`config.mk`:
```
export PLATFORM = sky130hd
export DESIGN_NAME = btb_predictor
export DESIGN_NICKNAME = d
export VERILOG_FILES = /design/src/rtl/btb_predictor.sv
export SDC_FILE = /design/constraint.sdc
export NUM_CORES = 2
export LEC_CHECK = 0
export CAP_MARGIN = 20
export CORE_MARGIN = 10
export CORE_UTILIZATION = 40
export DETAILED_ROUTE_END_ITERATION = 6
export DONT_BUFFER_PORTS = 1
export PLACE_DENSITY = 0.55
export SLEW_MARGIN = 40
export SYNTH_ARGS = -nofsm -noshare
export SYNTH_HDL_FRONTEND = slang
export SYNTH_SLANG_ARGS = --single-unit
```
`constraint.sdc`:
```
create_clock -name clk -period 5.8 [get_ports clk]
set_input_delay 1.16 -clock clk [delete_from_list [all_inputs] [get_ports clk]]
set_output_delay 1.16 -clock clk [all_outputs]
set_load 0.02 [all_outputs]
```
`src/rtl/btb_predictor.sv`:
```
// Direct-mapped branch target buffer with 2-bit saturating counters.
// Lookup is combinational from fetch_pc; updates from execute land on the next rising edge.
module btb_predictor #(
    parameter int unsigned INDEX_BITS = 4
) (
    input  logic        clk,
    input  logic        rst_n,
    input  logic [31:0] fetch_pc,
    output logic        predictedTaken,
    output logic [31:0] predicted_target,
    output logic [31:0] next_fetch_pc,
    input  logic        update_btb,
    input  logic [31:0] ex_pc,
    input  logic        ex_taken,
    input  logic [31:0] ex_target,
    input  logic        flush_btb
);

    localparam int unsigned Entries = 1 << INDEX_BITS;
    localparam int unsigned TagW    = 30 - INDEX_BITS;

    typedef enum logic [1:0] {
        CtrSnt = 2'b00,
        CtrWnt = 2'b01,
        CtrSt  = 2'b10,
        CtrWt  = 2'b11
    } ctr_e;

    logic [Entries-1:0] valid_q;
    logic [TagW-1:0]    tag_q    [Entries];
    logic [31:0]        target_q [Entries];
    ctr_e               state_q  [Entries];

    logic [INDEX_BITS-1:0] f_idx, e_idx;
    logic [TagW-1:0]       f_tag, e_tag;
    logic                  f_hit, e_hit;
    ctr_e                  e_state_d;

    logic unused_pc_bits;
    assign unused_pc_bits = ^{fetch_pc[1:0], ex_pc[1:0]};

    assign f_idx = fetch_pc[INDEX_BITS+1:2];
    assign f_tag = fetch_pc[31:INDEX_BITS+2];
    assign e_idx = ex_pc[INDEX_BITS+1:2];
    assign e_tag = ex_pc[31:INDEX_BITS+2];

    assign f_hit = valid_q[f_idx] && (tag_q[f_idx] == f_tag);
    assign e_hit = valid_q[e_idx] && (tag_q[e_idx] == e_tag);

    always_comb begin
        predictedTaken   = f_hit && state_q[f_idx][1];
        predicted_target = 32'd0;
        next_fetch_pc    = fetch_pc + 32'd4;
        if (predictedTaken) begin
            predicted_target = target_q[f_idx];
            next_fetch_pc    = target_q[f_idx];
        end
    end

    always_comb begin
        e_state_d = state_q[e_idx];
        if (ex_taken) begin
            unique case (state_q[e_idx])
                CtrSnt:  e_state_d = CtrWnt;
                CtrWnt:  e_state_d = CtrWt;
                CtrWt:   e_state_d = CtrSt;
                default: e_state_d = CtrSt;
            endcase
        end else begin
            unique case (state_q[e_idx])
                CtrSt:   e_state_d = CtrWt;
                CtrWt:   e_state_d = CtrWnt;
                CtrWnt:  e_state_d = CtrSnt;
                default: e_state_d = CtrSnt;
            endcase
        end
    end

    // Flush outranks any update; a taken miss allocates over whatever sits at the index.
    always_ff @(posedge clk or negedge rst_n) begin
        if (!rst_n) begin
            valid_q <= '0;
            for (int i = 0; i < Entries; i++) begin
                tag_q[i]    <= '0;
                target_q[i] <= '0;
                state_q[i]  <= CtrSnt;
            end
        end else if (flush_btb) begin
            valid_q <= '0;
        end else if (update_btb) begin
            if (e_hit) begin
                state_q[e_idx] <= e_state_d;
                if (ex_taken) begin
                    target_q[e_idx] <= ex_target;
                end
            end else if (ex_taken) begin
                valid_q[e_idx]  <= 1'b1;
                tag_q[e_idx]    <= e_tag;
                target_q[e_idx] <= ex_target;
                state_q[e_idx]  <= CtrWt;
            end
        end
    end

endmodule

```
==> flow_metrics.tcl <==
set metrics [dict create \
    worst_slack_ps -109 \
    violations "setup timing" \
    area_growth_pct 11.4 \
    critPathArrivalTime_ps 4750 \
    top_layer_used "met5" \
    r2r_end "tag_q[327]" \
    placementRows 129 \
    dieArea_um2 139000 \
    post-cts-setup-buffers 0 \
    nNetsFinal 3316 \
    slew_headroom_pct 39.5 \
    drt_wl_total_mm 149 \
    grt_pass1_vias 32500 \
    groute.usage.overall_pct 21.0 \
    clock_sinks 976 \
    start_util_pct 40.2 \
    synth.distinct_cells 68 \
    leakagePower_nw 24.6 \
    crit_path_max_fanout 250 \
    critPathKind "input port to output pin" \
    syn-mean-instance-area_um2 15.0 \
    die_w_um 373 \
    cp_slowest_cell "mux4_2" \
    synth-edff-count 0 \
    worstPathCellList "mux4_2 > mux4_2 > xnor2_1 > nand4_1 > nor2_1 > or4b_4 > or4_4 > buf_12 > nor2b_2 > a21o_1" \
    multiInputGateArea_um2 23900 \
    ant_nets 0 \
    yosys_warnings 0 \
    r2r_slack_ps 1690 \
    cts_hold_buf 0 \
    dpl.hpwl_mm 88.2 \
    max_freq_ghz 0.169 \
    finalCriticalPeriod_ps 5910 \
    crit_top_cell "mux4_2" \
    hp-class "input port to async pin" \
    m1WireLength_mm 65.8 \
    path_buf_inv 1 \
    post_drt_wl_per_cell_um 30.3 \
    synth-seq-cells 976 \
    drc 0 \
    cts_buffers 105 \
    grt_pass1_wl_mm 222 \
    yosysTopAreaCellShare_pct 49.1 \
    portBuffers 0 \
    synth_seq_area_share_pct 49.1 \
    io_pins 166 \
    reg2reg_from "tag_q[226]" \
    met3WireLength_mm 9.09 \
    vias_per_cell 6.07 \
    crit_required_ps 4640 \
    antenna_found_initial 5 \
    first_iter_violations 2518 \
    ff2ff_path_depth 11 \
    coreArea_um2 124000 \
    dr_wl_met2_mm 71.5 \
    drive_above_1_share_pct 50.8 \
    synth.area.top_cells "dfrtp_1 (49%), mux2_2 (21%), mux4_2 (17%)" \
    cts_max_path_buffers 3 \
    grt_overflow 0 \
    vdd_ir_drop_max_uv 276 \
    cp_top_family "simple AND/OR/NAND/NOR gates" \
    drv_slew 0 \
    htreeDepth 3 \
    num-fill-cells 10900 \
    synth_ff_type "dfrtp_1" \
    endpoint "next_fetch_pc[20]" \
    synth.cell_area_um2 49700 \
    power_mw 17.5 \
    timing.hold.ws_ps 156 \
    start_kind "input port" \
    tns_ps -2630 \
    ctsRootBufferMaster "clkbuf_16" \
    clock_latency_ps 710 \
    drt_first_pass_iters 5 \
    critPathLaunch "fetch_pc[2]" \
    gp_congestion 0.804 \
    vias 30000 \
    die_h_um 373 \
    path_depth 10 \
    finalSetupViolCount 54 \
    rsz0062_at_grt "yes" \
    async_flop_share_pct 100 \
    power_density_nw_per_um2 315 \
    netlist_instances 3307 \
    layout_worst_path_cycle_share_pct 102 \
    synth_area_leader_cell "dfrtp_1" \
    final-seq-area_um2 24400 \
    run_status "finished, violations left" \
    finClkSkew_ps 27.2 \
    clk_pin_slew_ps 60 \
    tritoncts "yes" \
    finalHoldViolCount 0 \
    tightest_slew_ps 907 \
    syn-num-nets 3409 \
    crit_path_end_kind "output pin" \
    cp_slowest_stage_delay_ps 560 \
    drv_cap 0 \
    grt_max_degree 251 \
]
-- cell type report --
class / count / share of cell area [%]
Timing Repair Buffer: 109 / 2.53
Clock inverter: 28 / 0.756
Clock buffer: 161 / 5.61
Multi-Input combinational cell: 1995 / 43.1
Sequential cell: 976 / 44.1
Tap cell: 1637 / 3.70
Inverter: 27 / 0.183
Antenna cell: 5 / 0.0226
-- flip-flops by register name (all words and copies together) (netlist names) --
signal    count
tag_q       416
target_q    512
valid_q      16
state_q      32
-- Yosys cell counts (all sizes together), types with 22 or more instances --
cell	instances
nand2	76
inv	27
a21oi	22
a21o	33
nor3	25
mux4	381
mux2i	63
buf	131
mux2	944
nor2	68
o21ai	33
xnor2	57
clkbuf	178
dfrtp	976
xor2	22
nor2b	40
nand3	42
-- power breakdown --
group | switching (mW) | total, mW | internal [mW] | leakage, nW
clock network | 2.84 | 6.84 | 4.00 | 1.72
registers | 0.538 | 8.24 | 7.70 | 13.0
logic | 0.856 | 2.39 | 1.53 | 9.89
total | 4.23 | 17.5 | 13.2 | 24.6
-- logic make-up after synthesis --
family | Yosys count | share of synthesized area [%]
AO/OA/AOI/OAI | 204 | 3.00
XOR/XNOR | 79 | 1.39
adder cells (fa/ha/maj) | 1 | 0.0252
buffers and inverters | 336 | 3.12
flip-flops | 976 | 49.1
multiplexers | 1388 | 39.9
AND/OR/NAND/NOR | 323 | 3.46
-- stage by stage --
stage / instances / instance area (um^2) / utilization (%) / setup WS (ps)
floorplan: 3307 / 49700 / - / 113
global placement: 4732 / 51500 / 41.7 / -60.1
detailed placement: 4743 / 51800 / 41.9 / -128
CTS: 4932 / 55400 / 44.8 / 4.05
global route: 4936 / 55400 / 44.8 / -69.2
finish: 4938 / 55400 / 44.8 / -109
-- cells in the final DEF (no fill, tap or decap), types with 18 or more instances in the layout --
master	synthesis	layout
dfrtp_1	976	976
mux2_2	944	944
mux4_2	381	381
clkbuf_16	0	106
buf_4	31	71
mux2i_1	63	63
nand2_1	66	61
nor2_1	66	59
xnor2_1	57	56
nand3_1	38	37
o21ai_0	32	32
a21o_1	33	32
clkbuf_1	177	29
nor2b_2	25	28
clkbuf_8	0	27
inv_1	27	25
nor3_1	25	23
xor2_1	22	22
a21oi_1	22	22
buf_12	0	21
nand4_1	18	18
-- what timing repair did --
action	in CTS	in global routing
gates cloned	0	0
pin swaps	1	0
gates resized for setup	8	6
endpoints found under the setup margin	57	37
-- worst min-delay path by stage --
stage	startpoint	end	slack, ps
2_1_floorplan	target_q[416]	target_q[416]	470
3_3_place_gp	target_q[431]	target_q[431]	480
3_5_place_dp	target_q[371]	target_q[371]	490
4_1_cts	rst_n	tag_q[8]	110
5_1_grt	rst_n	tag_q[216]	120
6_report	rst_n	tag_q[8]	160
-- layer usage --
layer,GRT usage [%],up-vias
li1,-,12300
met1,28.5,16600
met2,34.1,849
met3,4.47,200
met4,5.55,4
met5,0,-
Power figures use the tool's default switching activity.
